$ cat config.mk
export PLATFORM = sky130hd
export DESIGN_NAME = mult_ctrl
export DESIGN_NICKNAME = d
export VERILOG_FILES = /design/src/rtl/mult_ctrl.sv
export SDC_FILE = /design/constraint.sdc
export NUM_CORES = 1
export LEC_CHECK = 0
export CAP_MARGIN = 20
export CORE_AREA = 2 2 39 41
export CTS_CLUSTER_SIZE = 40
export DETAILED_ROUTE_END_ITERATION = 6
export DIE_AREA = 0 0 41 43
export SLEW_MARGIN = 20
export SYNTH_ARGS = -nofsm -noshare
export SYNTH_HDL_FRONTEND = slang
export SYNTH_SLANG_ARGS = --single-unit
export TNS_END_PERCENT = 5
$ cat constraint.sdc
create_clock -name Clk -period 1.8 [get_ports Clk]
set_input_delay 0.45 -clock Clk [delete_from_list [all_inputs] [get_ports Clk]]
set_output_delay 0.45 -clock Clk [all_outputs]
set_load 0.02 [all_outputs]
$ cat src/rtl/mult_ctrl.sv
// Control FSM for the shift-add multiplier; drives ACC Load/Sh/Ad.
// Optional Abort input enabled by defining MULT_CTRL_ABORT_EN.
module mult_ctrl #(
   parameter int N = 16
) (
   input  logic Clk,
   input  logic Reset,
`ifdef MULT_CTRL_ABORT_EN
   input  logic Abort,
`endif
   input  logic St,
   input  logic M,
   output logic Load,
   output logic Sh,
   output logic Ad,
   output logic Done,
   output logic Busy
);

   localparam int CW = (N > 1) ? $clog2(N) : 1;
   localparam logic [CW-1:0] LAST = CW'(N - 1);

   typedef enum logic [2:0] {
      IDLE,
      LOAD,
      CHECK,
      SHIFT,
      DONE
   } state_t;

   state_t         state;
   state_t         nstate;
   logic [CW-1:0]  cnt;
   logic [CW-1:0]  ncnt;
   logic           abort;
   logic           active;

   assign active = (state == LOAD) || (state == CHECK) ||
                   (state == SHIFT);

`ifdef MULT_CTRL_ABORT_EN
   assign abort = Abort & active;
`else
   assign abort = 1'b0;
`endif

   always_ff @(posedge Clk) begin
      if (Reset) begin
         state <= IDLE;
         cnt   <= '0;
      end else begin
         state <= nstate;
         cnt   <= ncnt;
      end
   end

   always_comb begin
      nstate = state;
      ncnt   = cnt;
      Load   = 1'b0;
      Sh     = 1'b0;
      Ad     = 1'b0;
      Done   = 1'b0;
      Busy   = 1'b0;
      unique case (state)
         IDLE: begin
            ncnt = '0;
            if (St) nstate = LOAD;
         end
         LOAD: begin
            Load   = 1'b1;
            Busy   = 1'b1;
            ncnt   = '0;
            nstate = CHECK;
         end
         CHECK: begin
            Busy = 1'b1;
            if (M) begin
               Ad     = 1'b1;
               nstate = SHIFT;
            end else begin
               Sh = 1'b1;
               // hold cnt on the last iteration so it never wraps
               if (cnt == LAST) begin
                  nstate = DONE;
               end else begin
                  ncnt = cnt + 1'b1;
               end
            end
         end
         SHIFT: begin
            Sh   = 1'b1;
            Busy = 1'b1;
            if (cnt == LAST) begin
               nstate = DONE;
            end else begin
               ncnt   = cnt + 1'b1;
               nstate = CHECK;
            end
         end
         DONE: begin
            Done = 1'b1;
            if (!St) nstate = IDLE;
         end
         default: begin
            nstate = IDLE;
            ncnt   = '0;
         end
      endcase

      if (abort) begin
         nstate = IDLE;
         ncnt   = '0;
         Load   = 1'b0;
         Sh     = 1'b0;
         Ad     = 1'b0;
      end

      // strobes drop in the same cycle reset is raised
      if (Reset) begin
         Load = 1'b0;
         Sh   = 1'b0;
         Ad   = 1'b0;
         Done = 1'b0;
         Busy = 1'b0;
      end
   end

endmodule
==> results of run 1 <==
[synth_stat cells]
master	number	area share
buf_6	1	0.026
and2_1	1	0.014
nor2_1	2	0.017
clkbuf_1	1	0.0086
nand2_1	4	0.035
nand4b_1	1	0.020
o21ai_0	1	0.012
a2111oi_0	1	0.020
nor4_1	1	0.014
a21oi_1	1	0.012
o311ai_0	1	0.020
nand3_1	4	0.046
dfxtp_1	7	0.32
buf_4	1	0.017
nand4bb_1	1	0.026
a31oi_1	2	0.029
inv_1	1	0.0086
or3b_1	1	0.020
and2b_2	1	0.020
nand2b_1	4	0.058
or3b_4	1	0.026
o32ai_1	1	0.020
a211oi_1	2	0.035
and3_1	1	0.014
o211a_1	1	0.023
nor4b_1	2	0.040
and2_4	1	0.020
ha_1	1	0.029
nor3_1	1	0.012
a221oi_2	1	0.035
[routing by layer]
| metal | vias to the layer above | GRT usage | share of wire |
|---|---|---|---|
| li1 | 223 | - | - |
| met1 | 207 | 0.176 | 0.47 |
| met2 | 5 | 0.200 | 0.49 |
| met3 | 2 | 0.0471 | 0.026 |
| met4 | 0 | 0.120 | 0.014 |
| met5 | - | 0 | 0 |
[state kept, by name, summed over array words and instances, names as in the netlist]
name,count
state,3
cnt,4
[logic make-up (layout without fill, tap and decap cells)]
family / count (synthesis) / in the layout / share of synthesized area
AO/OA/AOI/OAI: 11 / 11 / 0.205
adder cells (fa/ha/maj): 1 / 1 / 0.0288
buffers and inverters: 4 / 21 / 0.0605
flip-flops: 7 / 7 / 0.323
AND/OR/NAND/NOR: 26 / 26 / 0.383
[repair_timing]
action / CTS / global route
gates resized for setup: 25 / 2
pin swaps: 1 / 0
endpoints found under the setup margin: 5 / 3
[cells in the final DEF, fill, tap and decap left out, types with 2 or more instances in the layout]
| master | count |
|---|---|
| nand2_1 | 4 |
| nor4b_1 | 2 |
| a31oi_1 | 2 |
| nor2_1 | 2 |
| nand2b_1 | 4 |
| buf_2 | 4 |
| dfxtp_2 | 2 |
| nand3_1 | 4 |
| a211oi_1 | 2 |
| clkbuf_4 | 3 |
| buf_4 | 8 |
| dfxtp_1 | 5 |
| dlygate4sd2_1 | 2 |
[power by group through the flow]
stage	Combinational [mW]	Sequential, mW	Clock (mW)
finish	0.0747	0.169	0.148
global route	0.0815	0.170	0.168
CTS	0.0751	0.169	0.155
detailed placement	0.0794	0.172	0
global placement	0.0793	0.172	0
floorplan	0.0412	0.168	0
[per-stage QoR]
stage	instances	TNS, ns	util	setup slack, ns
5_1_grt	82	0	0.419	0.000472
3_3_place_gp	78	-2.63	0.413	-0.535
6_report	82	0	0.419	0.0756
3_5_place_dp	78	-2.70	0.413	-0.568
2_1_floorplan	49	-0.0752	-	-0.0376
4_1_cts	82	0	0.417	0.0767
[cell type report]
type | instances | share of cell area
repair buffers | 16 | 0.205
well taps | 16 | 0.0346
multi-input cells | 38 | 0.462
inverters | 1 | 0.00648
clock buffers | 4 | 0.0454
flip-flops and latches | 7 | 0.246
[worst max path at each step]
stage / end / from
2_1_floorplan: Done / Reset
3_3_place_gp: Done / Reset
3_5_place_dp: Done / Reset
4_1_cts: Busy / state[1]
5_1_grt: Busy / Reset
6_report: Busy / Reset
==> impl_metrics.env, run 1 <==
export IMPL_status="completed"
export IMPL_crit_path_start_kind="input pin"
export IMPL_place_area_um2=572
export IMPL_synth_seq_cells=7
export IMPL_power_net_switching_mw=0.106
export IMPL_seq_area_um2=143
export IMPL_cts_buffers=3
export IMPL_hpwl_um=765
export IMPL_timing_critical_path_cells="dlygate4sd2_1 > nor3_1 > clkdlybuf4s15_2"
export IMPL_grt_use_total=0.146
export IMPL_drc=0
export IMPL_wl_per_cell_um=12.2
export IMPL_p_int_mw=0.286
export IMPL_yosysWarnings=0
export IMPL_overflow=0
export IMPL_dieArea_um2=1760
export IMPL_critPathKind="in2out"
export IMPL_slew_headroom=0.724
export IMPL_antennaDiodeCount=0
export IMPL_crit_required_ns=1.35
export IMPL_syn_avg_cell_area_um2=8.86
export IMPL_nNetsFinal=72
export IMPL_ant_nets=0
export IMPL_switching_share=0.270
export IMPL_hp_class="reg2reg"
export IMPL_maxCapViolCount=0
export IMPL_final_area_um2=579
export IMPL_slowest_delay_ns=0.30
export IMPL_clkPwrFrac=0.377
export IMPL_htree_levels=1
export IMPL_seqPwrFrac=0.432
export IMPL_cts_tree="done"
export IMPL_rr_endpoint="cnt[3]"
export IMPL_drtPass1Iterations=4
export IMPL_clock_skew_ns=0.000224
export IMPL_min_period_ns=1.72
export IMPL_cp_end_kind="output port"
export IMPL_grt_pass1_vias=388
export IMPL_fillCellCount=146
export IMPL_synth_seq_area_share=0.323
export IMPL_netlist_instances=49
export IMPL_vias=437
export IMPL_globalplace_congestion=0.746
export IMPL_grt_setup_unrepaired="no"
export IMPL_antenna_found_initial=0
export IMPL_r2r_start="state[0]"
export IMPL_worst_path_buf_inv=2
export IMPL_drive_gt1_frac=0.333
export IMPL_finalPower_mw=0.392
export IMPL_hold_path_startpoint="cnt[0]"
export IMPL_cp_data_arrival_time_ns=1.27
export IMPL_reg2reg_depth=4
export IMPL_yosysUniqueCellTypes=30
export IMPL_vias_per_cell=5.33
export IMPL_fmax_mhz=580
export IMPL_power_density_nw_per_um2=676
export IMPL_worst_slew_pin_slew_ns=0.408
export IMPL_root_buffer="clkbuf_4"
export IMPL_setup_viol=0
export IMPL_cp_top_family="buffers and inverters"
export IMPL_dieWidth_um=41
export IMPL_slowest_stage="dlygate4sd2_1"
export IMPL_cts_hold_repair_buffers=0
export IMPL_grt_max_degree=12
export IMPL_finalHoldViolCount=0
export IMPL_drt_wl_total_um=1000
export IMPL_path_max_fanout=6
export IMPL_fp_row_count=14
export IMPL_min_path_cells=1
export IMPL_core_area_um2=1380
export IMPL_cts_num_sinks=7
export IMPL_combPwrFrac=0.191
export IMPL_clk_pin_slew_worst_paths_ns=0.06
export IMPL_postCtsSetupBuffers=0
export IMPL_p_leak_nw=0.219
export IMPL_clk_latency_ns=0.25
export IMPL_grt_pass1_wl_um=1680
export IMPL_io_pin_count=9
export IMPL_port_buffers=8
export IMPL_min_period_over_period=0.958
export IMPL_holdWs_ns=0.507
export IMPL_whs_endpoint="cnt[0]"
export IMPL_clockBufferDepth=2
export IMPL_reg2reg_slack_ns=0.43
export IMPL_initial_core_util=0.314
export IMPL_multi_input_area_um2=268
export IMPL_syn_num_nets=54
export IMPL_syn_area_um2=434
export IMPL_drt_iter0_drc=4
export IMPL_vdd_drop_max_mv=0.305
export IMPL_path_depth=3
export IMPL_drv_slew=0
export IMPL_die_y_um=43
export IMPL_syn2layout_area_growth_pct=33.4
No activity file was read; power rests on OpenSTA's default activity.
==> inputs of run 2 (changes only) <==
--- a/config.mk
+++ b/config.mk
@@ -5,11 +5,14 @@
 export SDC_FILE = /design/constraint.sdc
 export NUM_CORES = 1
 export LEC_CHECK = 0
+export ABC_AREA = 1
 export CAP_MARGIN = 20
 export CORE_AREA = 2 2 39 41
 export CTS_CLUSTER_SIZE = 40
 export DETAILED_ROUTE_END_ITERATION = 6
 export DIE_AREA = 0 0 41 43
+export PLACE_DENSITY = 0.69
+export RECOVER_POWER = 50
 export SLEW_MARGIN = 20
 export SYNTH_ARGS = -nofsm -noshare
 export SYNTH_HDL_FRONTEND = slang
==> impl_metrics.env, run 2 <==
export IMPL_status="completed"
export IMPL_ys_top_cells_by_area="dfxtp_1, nand2_1, nand3_1"
export IMPL_final_cell_mix="nand2_1, nor2_1, inv_1, nand3_1, buf_4"
export IMPL_cp_data_arrival_time_ns=1.25
export IMPL_setup_viol=0
export IMPL_fmax_mhz=587
export IMPL_switching_share=0.374
export IMPL_wl_per_cell_um=10.3
export IMPL_vdd_drop_max_mv=0.498
export IMPL_grt_pass1_wl_um=1670
export IMPL_combPwrFrac=0.380
export IMPL_die_y_um=43
export IMPL_hold_path_startpoint="cnt[1]"
export IMPL_syn_num_nets=80
export IMPL_core_area_um2=1380
export IMPL_synth_seq_area_share=0.272
export IMPL_slew_headroom=0.824
export IMPL_clk_pin_slew_worst_paths_ns=0.06
export IMPL_crit_required_ns=1.35
export IMPL_final_area_um2=669
export IMPL_seqPwrFrac=0.370
export IMPL_netlist_instances=75
export IMPL_grt_setup_unrepaired="no"
export IMPL_clk_latency_ns=0.25
export IMPL_cts_hold_repair_buffers=0
export IMPL_ys_flop_type="dfxtp_1"
export IMPL_drt_iter0_drc=20
export IMPL_slowest_stage="dfxtp_1"
export IMPL_hp_class="reg2reg"
export IMPL_cp_startpoint="state[0]"
export IMPL_path_max_fanout=5
export IMPL_vias=511
export IMPL_synthMostInstantiatedCell="nand2_1"
export IMPL_antennaDiodeCount=0
export IMPL_timing_critical_path_cells="nor2_4 > nand2_2 > nor2_1 > dlygate4sd2_1"
export IMPL_grt_max_degree=9
export IMPL_vias_per_cell=4.73
export IMPL_finalHoldViolCount=0
export IMPL_overflow=0
export IMPL_ant_nets=0
export IMPL_cts_buffers=3
export IMPL_synth_largest_area_cell="dfxtp_1"
export IMPL_regMostFlops="cnt"
export IMPL_globalplace_congestion=0.851
export IMPL_synth_top_area_frac=0.272
export IMPL_slowest_delay_ns=0.38
export IMPL_dieWidth_um=41
export IMPL_drt_wl_total_um=1110
export IMPL_layout_commonest_cell="nand2_1"
export IMPL_synth_seq_cells=7
export IMPL_root_buffer="clkbuf_4"
export IMPL_r2r_start="state[0]"
export IMPL_place_area_um2=659
export IMPL_worst_slew_pin_slew_ns=0.263
export IMPL_postCtsSetupBuffers=0
export IMPL_power_density_nw_per_um2=838
export IMPL_dieArea_um2=1760
export IMPL_drive_gt1_frac=0.315
export IMPL_finalPower_mw=0.561
export IMPL_synth_edf_count=0
export IMPL_initial_core_util=0.373
export IMPL_fin_ws_ns=0.0954
export IMPL_syn_area_um2=515
export IMPL_p_leak_nw=0.327
export IMPL_dp_slack_ns=-0.474
export IMPL_clockBufferDepth=2
export IMPL_min_period_over_period=0.947
export IMPL_antenna_found_initial=0
export IMPL_port_buffers=8
export IMPL_critPathKind="reg2out"
export IMPL_crit_path_start_kind="flip-flop"
export IMPL_fp_row_count=14
export IMPL_power_net_switching_mw=0.210
export IMPL_nNetsFinal=98
export IMPL_drc=0
export IMPL_clkPwrFrac=0.251
export IMPL_maxCapViolCount=0
export IMPL_cp_end_kind="output port"
export IMPL_synth_common_cells="nand2_1, inv_1, nand3_1, nor2_1, dfxtp_1"
export IMPL_drtPass1Iterations=4
export IMPL_hpwl_um=828
export IMPL_grt_pass1_vias=452
export IMPL_largest_reg_flops=4
export IMPL_async_flop_share=0
export IMPL_clock_skew_ns=0.00921
export IMPL_grt_use_total=0.135
export IMPL_io_pin_count=9
export IMPL_yosysUniqueCellTypes=22
export IMPL_cts_tree="done"
export IMPL_holdWs_ns=0.522
export IMPL_yosysWarnings=0
export IMPL_drv_slew=0
export IMPL_syn_avg_cell_area_um2=6.87
export IMPL_top_regs="cnt x4, state x3"
export IMPL_syn2layout_area_growth_pct=29.9
export IMPL_htree_levels=1
export IMPL_cts_num_sinks=7
export IMPL_p_int_mw=0.351
export IMPL_min_period_ns=1.70
[run 2: changes by cell type after synthesis, sizes merged, moves of 2 or more]
| cell | before | now |
|---|---|---|
| a211oi | 2 | 0 |
| a21oi | 1 | 5 |
| a31oi | 2 | 0 |
| and2 | 2 | 0 |
| inv | 1 | 9 |
| nand2 | 4 | 21 |
| nand2b | 4 | 0 |
| nand3 | 4 | 12 |
| nor2 | 2 | 11 |
| nor4b | 2 | 0 |
| or3b | 2 | 0 |
[run 2: final timing paths]
kind	depth (start not counted)	to	slack [ns]
setup reg to reg	7	cnt[0]	0.38
hold / removal	2	cnt[1]	0.52
setup / recovery	4	Done	0.1
hold reg to reg	2	cnt[1]	0.52
[run 2: power by group through the flow]
stage                     Clock, mW  Combinational, mW  Sequential [mW]
after global routing          0.154              0.235            0.210
after detailed placement          0              0.221            0.205
after global placement            0              0.218            0.203
after CTS                     0.144              0.218            0.202
final                         0.141              0.213            0.208
after floorplan                   0              0.163            0.191
[run 2: through the flow]
stage	utilization	setup TNS, ns	std cells
detailed placement	0.476	-2.05	104
CTS	0.488	-0.0251	108
finish	0.484	0	108
floorplan	-	0	75
global route	0.484	0	108
global placement	0.476	-2.07	104
[run 2: per-layer routing]
metal | global-route usage | vias to the layer above | routed length (um)
met5 | 0 | - | 0
met4 | 0.0600 | 0 | 0
met3 | 0.0157 | 0 | 21
met2 | 0.216 | 6 | 537
met1 | 0.172 | 227 | 552
li1 | - | 278 | -
[run 2: area by class of cell]
type                            count  area [um2]
Fill cell                         147         714
Multi-Input combinational cell     57         325
Sequential cell                     7         141
Timing Repair Buffer               15         118
Inverter                            9        38.8
Clock buffer                        4        26.3
Tap cell                           16        20.0
[run 2: kinds of logic (layout without fill, tap and decap cells)]
kind of cell	count (synthesis)	after routing	synth area share
simple gates	47	47	0.510
buf+inv	11	28	0.0922
compound gates	8	8	0.0849
flops	7	7	0.272
fa+ha+maj	1	1	0.0243
xor+xnor	1	1	0.0170
[run 2: worst max-delay path, delay by kind of cell, from the launching register on]
family | cells | cell delay, ns
buffers and inverters | 1 | 0.34
DFF | 1 | 0.38
and+or+nand+nor | 3 | 0.30
[run 2: repair_timing]
item / CTS / global route
setup endpoints to repair: 5 / 4
resized for setup: 16 / 8
pin swaps: 0 / 1
==> inputs of run 3 (changes only) <==
--- a/config.mk
+++ b/config.mk
@@ -5,13 +5,12 @@
 export SDC_FILE = /design/constraint.sdc
 export NUM_CORES = 1
 export LEC_CHECK = 0
-export ABC_AREA = 1
 export CAP_MARGIN = 20
 export CORE_AREA = 2 2 39 41
 export CTS_CLUSTER_SIZE = 40
 export DETAILED_ROUTE_END_ITERATION = 6
 export DIE_AREA = 0 0 41 43
-export PLACE_DENSITY = 0.69
+export PLACE_DENSITY = 0.62
 export RECOVER_POWER = 50
 export SLEW_MARGIN = 20
 export SYNTH_ARGS = -nofsm -noshare
==> impl_metrics.env, run 3 (synthesized netlist as in run 1, its figures left out) <==
export IMPL_min_path_cells=2
export IMPL_top_regs="cnt x4, state x3"
export IMPL_drc=0
export IMPL_crit_path_start_kind="flip-flop"
export IMPL_cp_data_arrival_time_ns=1.24
export IMPL_drv_slew=0
export IMPL_core_area_um2=1380
export IMPL_dieWidth_um=41
export IMPL_p_leak_nw=0.239
export IMPL_power_density_nw_per_um2=650
export IMPL_vdd_drop_max_mv=0.246
export IMPL_initial_core_util=0.314
export IMPL_hpwl_um=711
export IMPL_io_pin_count=9
export IMPL_clkPwrFrac=0.360
export IMPL_setup_viol=0
export IMPL_vias=454
export IMPL_antennaDiodeCount=0
export IMPL_fmax_mhz=593
export IMPL_fp_row_count=14
export IMPL_reg2reg_depth=4
export IMPL_grt_max_degree=12
export IMPL_wl_per_cell_um=12.3
export IMPL_rr_endpoint="cnt[3]"
export IMPL_htree_levels=1
export IMPL_overflow=0
export IMPL_layout_commonest_cell="buf_4"
export IMPL_final_cell_mix="buf_4, dfxtp_1, nand2_1, nand3_1, buf_2"
export IMPL_worst_slew_pin_slew_ns=0.398
export IMPL_final_area_um2=604
export IMPL_combPwrFrac=0.211
export IMPL_min_period_ns=1.69
export IMPL_clockBufferDepth=2
export IMPL_cts_tree="done"
export IMPL_status="completed"
export IMPL_p_int_mw=0.290
export IMPL_grt_pass1_vias=375
export IMPL_fin_ws_ns=0.114
export IMPL_reg2reg_slack_ns=0.41
export IMPL_port_buffers=8
export IMPL_r2r_start="state[0]"
export IMPL_nNetsFinal=73
export IMPL_drtPass1Iterations=4
export IMPL_globalplace_congestion=0.778
export IMPL_cts_hold_repair_buffers=0
export IMPL_grt_pass1_wl_um=1660
export IMPL_hold_path_startpoint="cnt[3]"
export IMPL_clk_pin_slew_worst_paths_ns=0.05
export IMPL_drt_wl_total_um=1020
export IMPL_critPathKind="reg2out"
export IMPL_die_y_um=43
export IMPL_drive_gt1_frac=0.373
export IMPL_cts_num_sinks=7
export IMPL_seqPwrFrac=0.429
export IMPL_place_area_um2=579
export IMPL_tns_ns=0
export IMPL_drt_iter0_drc=16
export IMPL_switching_share=0.261
export IMPL_dieArea_um2=1760
export IMPL_ant_nets=0
export IMPL_antenna_found_initial=0
export IMPL_vias_per_cell=5.47
export IMPL_clock_skew_ns=0.00552
export IMPL_grt_setup_unrepaired="yes"
export IMPL_dp_slack_ns=-0.533
export IMPL_power_net_switching_mw=0.103
export IMPL_cp_end_kind="output port"
export IMPL_syn2layout_area_growth_pct=39.2
export IMPL_clk_latency_ns=0.25
export IMPL_fillCellCount=146
export IMPL_largest_reg_flops=4
export IMPL_grt_use_total=0.147
export IMPL_slew_headroom=0.727
export IMPL_hp_class="reg2reg"
export IMPL_cts_buffers=3
export IMPL_whs_endpoint="cnt[3]"
export IMPL_regMostFlops="cnt"
export IMPL_postCtsSetupBuffers=0
export IMPL_crit_required_ns=1.35
export IMPL_path_max_fanout=5
export IMPL_root_buffer="clkbuf_4"
export IMPL_maxCapViolCount=0
export IMPL_min_period_over_period=0.937
export IMPL_finalHoldViolCount=0
run 3: layout make-up:
| cell class | count | area [um2] | area share |
|---|---|---|---|
| clock buffer | 4 | 26.3 | 0.0435 |
| inverter | 1 | 3.75 | 0.00621 |
| multi-input combinational | 38 | 287 | 0.474 |
| sequential | 7 | 141 | 0.234 |
| tap | 16 | 20.0 | 0.0331 |
| timing repair buffer | 17 | 126 | 0.209 |
run 3: how the worst max path moves through the flow:
| stage | startpoint | to | depth (start not counted) |
|---|---|---|---|
| global route | state[1] | Done | 3 |
| floorplan | Reset | Done | 2 |
| CTS | M | Sh | 6 |
| global placement | Reset | Done | 3 |
| detailed placement | Reset | Done | 3 |
| finish | state[1] | Done | 3 |
run 3: critical path, stage by stage, from the launching register on:
cell,delay [ns]
dfxtp_1,0.35
buf_4,0.15
nor4b_1,0.27
buf_2,0.22
run 3: timing repair:
| action | CTS | global route |
|---|---|---|
| endpoints found under the setup margin | 5 | 4 |
| resized for setup | 26 | 5 |
| pin swaps | 0 | 1 |
run 3: power groups by stage:
stage | registers, mW | logic (mW) | clock network (mW)
2_1_floorplan | 0.168 | 0.0412 | 0
3_3_place_gp | 0.171 | 0.0819 | 0
3_5_place_dp | 0.171 | 0.0822 | 0
4_1_cts | 0.168 | 0.0787 | 0.151
5_1_grt | 0.169 | 0.0913 | 0.165
6_report | 0.169 | 0.0829 | 0.141
run 3: layer usage:
metal  track usage  vias to the layer above  share of wire
met5             0                        -              0
met4         0.100                        0          0.017
met3        0.0785                        2          0.051
met2         0.175                       14           0.47
met1         0.193                      212           0.47
li1              -                      226              -
run 3: metrics by stage:
step           hold slack [ns]   util  power [mW]  instances
5_1_grt                  0.554  0.437       0.425         83
2_1_floorplan            0.467      -       0.210         49
6_report                 0.514  0.437       0.393         83
4_1_cts                  0.520  0.422       0.397         83
3_3_place_gp             0.492  0.419       0.253         79
3_5_place_dp             0.495  0.419       0.253         79
==> RTL edit 1, RTL diff (config.mk and constraints of run 2) <==
Change the parameter `N` from 16 to 32.
--- a/src/rtl/mult_ctrl.sv
+++ b/src/rtl/mult_ctrl.sv
@@ -2,5 +2,5 @@
 // Optional Abort input enabled by defining MULT_CTRL_ABORT_EN.
 module mult_ctrl #(
-   parameter int N = 16
+   parameter int N = 32
 ) (
    input  logic Clk,
Function: no difference found for any inputs over 10 cycles, from zero or initial values and one cycle with Reset high; that may be too few to reach the edited logic, so the function may still have changed.
==> RTL edit 1 against run 2 <==
- cell area increased by 1.7%
- synthesized cell count rose by 17%
- routed wire length grew 5.8%
- power shrank 12%
- area after synthesis is 2.7% higher
- setup slack improved by 0.0029 ns
- non-clock buffer count grew 1
- sequential cell count is 1 higher
- largest cell class unchanged
- largest power group is now sequential cells
==> RTL edit 1: results <==
set metrics [dict create \
    reg2reg_depth 11 \
    status "finished, final reports clean" \
    dp_hpwl_um 946 \
    worstHoldPathType "register to register" \
    top_layer "met4" \
    grt_util_met1 0.186 \
    fin_ws_ns 0.0983 \
    hold_start "cnt[2]$_SDFFE_PP0P_" \
    vias 580 \
    holdWs_ns 0.474 \
    wire_per_inst_um 9.62 \
    n_fill_cell 142 \
    synth_xor_area_frac 0 \
    clock-skew-final_ns 0.00551 \
    path_max_fanout 6 \
    antenna_found_initial 0 \
    layout-drive-gt1-share 0.170 \
    wl_met2_um 564 \
    synth_nets 94 \
    yosysSeqAreaShare 0.303 \
    track_usage 0.149 \
    drc_errors 0 \
    met3_length_um 25 \
    placed_area_um2 686 \
    critPathTopFamily "buffers and inverters" \
    fin_cells 122 \
    first_iter_violations 14 \
    grt_pass1_vias 456 \
    dp_cells 119 \
    grt_max_degree 10 \
    synth_fa_ha_area_frac 0.0473 \
    use_met3 0.0471 \
    cts_setup_buffers 0 \
    wl_met1_um 579 \
    port_buffers 8 \
    synth_commonest_cells "nand2_1 (26), nor2_1 (18), nand3_1 (12), inv_1 (11), dfxtp_1 (8)" \
    reg2reg_setup_slack_ns 0.25 \
    synth.avg_cell_area_um2 6.01 \
    fin_nets 114 \
    hold_end "cnt[2]$_SDFFE_PP0P_" \
    endpoint "Busy" \
    final_core_util 0.492 \
    p_leak_nw 0.344 \
    use_met2 0.228 \
    ir_worst_vdd_uv 375 \
    place_congestion 0.873 \
    cp_slowest_cell "dlygate4sd2_1" \
    cp_slowest_stage_delay_ns 0.30 \
    synth_compound_area_frac 0.0189 \
    cp-startpoint "Reset" \
    synth_mux_area_frac 0 \
    relSlewSlack 0.831 \
    r2r-start "cnt[0]$_SDFFE_PP0P_" \
    ys_types 16 \
    dp_slack_ns -0.498 \
    largestRegisters "cnt x5, state x3" \
]
RTL edit 1: cell types whose count changed in the layout (fill, tap and decap cells not counted), sizes merged, moves of 2 or more:
cell	run 2	this run
inv	9	12
nand2	21	27
nor2	11	19
o21ai	2	0
a21oi	5	2
RTL edit 1: where the power goes:
| group | internal [mW] | total, mW | switching, mW |
|---|---|---|---|
| Clock | 0.0763 | 0.138 | 0.0613 |
| Sequential | 0.191 | 0.204 | 0.0126 |
| Combinational | 0.0654 | 0.155 | 0.0894 |
| Total | 0.333 | 0.496 | 0.163 |
RTL edit 1: final cells by class:
type                    instances  area share
clock buffers                   3      0.0331
inverters                      12      0.0662
multi-input cells              67       0.469
flip-flops and latches          8       0.235
well taps                      16      0.0294
repair buffers                 16       0.167
RTL edit 1: worst min-delay path: stages, from the launching register on:
cell     delay (ns)
dfxtp_1        0.32
nand2_1        0.06
a21oi_1        0.05
==> RTL edit 2, RTL diff (config.mk and constraints of run 2) <==
Made on the original files. Make the reset (`Reset`) asynchronous in one clocked block.
--- a/src/rtl/mult_ctrl.sv
+++ b/src/rtl/mult_ctrl.sv
@@ -45,5 +45,5 @@
 `endif
 
-   always_ff @(posedge Clk) begin
+   always_ff @(posedge Clk or posedge Reset) begin
       if (Reset) begin
          state <= IDLE;
Behaviour: no difference found for any inputs over 10 cycles, from zero or initial values and one cycle with Reset high; that may be too few to reach the edited logic, so the function may still have changed.
==> RTL edit 2 against run 2 <==
- setup slack got worse by 0.056 ns
- cell area rose by 5.0%
- register-to-register slack improved by 0.04 ns
- area after synthesis rose by 0.24%
- routed wire length rose by 15%
- sequential cell count did not move
- via count rose by 19%
Power is not compared: it rests on default switching activity, and its combinational part moved more than twofold at a synthesized area within 25%.
==> RTL edit 2: results <==
set metrics [dict create \
    dp_hpwl_um 994 \
    ys_dominant_reg_cell "dfrtp_1" \
    insertion_delay_ns 0.25 \
    wl_mm 1.28 \
    dp_slack_ns -0.461 \
    synthArstFlopShare 1.00 \
    via_per_inst 5.08 \
    dp_cells 116 \
    setup_viol 0 \
    p_leak_nw 0.399 \
    r2r-start "cnt[0]$_DFFE_PP0P_" \
    ys_types 17 \
    synth-warning-count 0 \
    path_clk_slew_ns 0.05 \
    reg2reg_depth 7 \
    grt_max_degree 8 \
    clk_path_buf_depth 2 \
    crit_arrival_ns 1.31 \
    num_antenna_cells 0 \
    synth_commonest_cells "nand2_1 (29), nor2_1 (13), inv_1 (9), dfrtp_1 (7), nand3_1 (7)" \
    antenna_found_initial 0 \
    synthCells 82 \
    place_congestion 0.896 \
    grt_pass1_wl_mm 2.23 \
    track_usage 0.180 \
    placed_area_um2 692 \
    path_max_fanout 3 \
    fin_ws_ns 0.0398 \
    cts_setup_buffers 0 \
    cts_buffers 3 \
    relSlewSlack 0.814 \
    port_buffers 8 \
    first_iter_violations 22 \
    synth_area_leaders "dfrtp_1 (34%), nand2_1 (21%), nor2_1 (9.4%)" \
    r2r_end "cnt[1]$_DFFE_PP0P_" \
    holdWs_ns 0.471 \
    root_buffer "clkbuf_4" \
    endpoint "Sh" \
    vias 610 \
    yosysSeqAreaShare 0.339 \
    clock-skew-final_ns 0.00421 \
    fin_nets 110 \
    ctsHtreeMaxLevel 1 \
    ir_worst_vdd_uv 651 \
    synth_nets 87 \
    worstHoldPathType "input port to asynchronous set/reset pin" \
    grt_pass1_vias 544 \
    largestRegisters "cnt x4, state x3" \
    cp-startpoint "M" \
    layout-drive-gt1-share 0.279 \
    reg2reg_setup_slack_ns 0.42 \
    status "finished, final reports clean" \
    drt_first_pass_iters 5 \
]
[RTL edit 2: cell count changes in the layout (fill, tap and decap cells not counted), sizes merged, moves of 2 or more]
cell,before,now
a21oi,5,1
inv,9,11
buf,8,13
nand2,21,32
dfxtp,7,0
nand3,12,7
dfrtp,0,7
nor2,11,16
[RTL edit 2: kinds of logic (layout without fill, tap and decap cells)]
logic type / count (synthesis) / after routing / share of synthesized area
simple gates: 60 / 60 / 0.523
buf+inv: 11 / 33 / 0.0799
flops: 7 / 7 / 0.339
compound gates: 3 / 3 / 0.0339
fa+ha+maj: 1 / 1 / 0.0242
[RTL edit 2: metal layers]
metal  up-vias  track usage  part of all wire
met1       265        0.255              0.42
met3         4       0.0838             0.086
met5         -            0                 0
li1        302            -                 -
met4         0       0.0400             0.013
met2        39        0.247              0.48
[RTL edit 2: final cells by class]
cell class | count | area [um2]
flip-flops and latches | 7 | 176
inverters | 11 | 41.3
repair buffers | 18 | 131
clock buffers | 4 | 26.3
multi-input cells | 64 | 308
fillers | 133 | 681
well taps | 16 | 20.0
[RTL edit 2: report_power, final]
| group | switching (mW) | internal [mW] | total [mW] |
|---|---|---|---|
| logic | 0.337 | 0.257 | 0.594 |
| registers | 0.0654 | 0.213 | 0.279 |
| clock network | 0.0559 | 0.0844 | 0.140 |
[RTL edit 2: repair_timing]
| action | CTS | global route |
|---|---|---|
| resized for setup | 20 | 6 |
| hold endpoints to repair | 0 | 0 |
| endpoints found under the setup margin | 5 | 4 |
[RTL edit 2: critical path, stage by stage]
cell             delay, ns
clkdlybuf4s50_1       0.47
a211oi_2              0.23
buf_4                 0.17
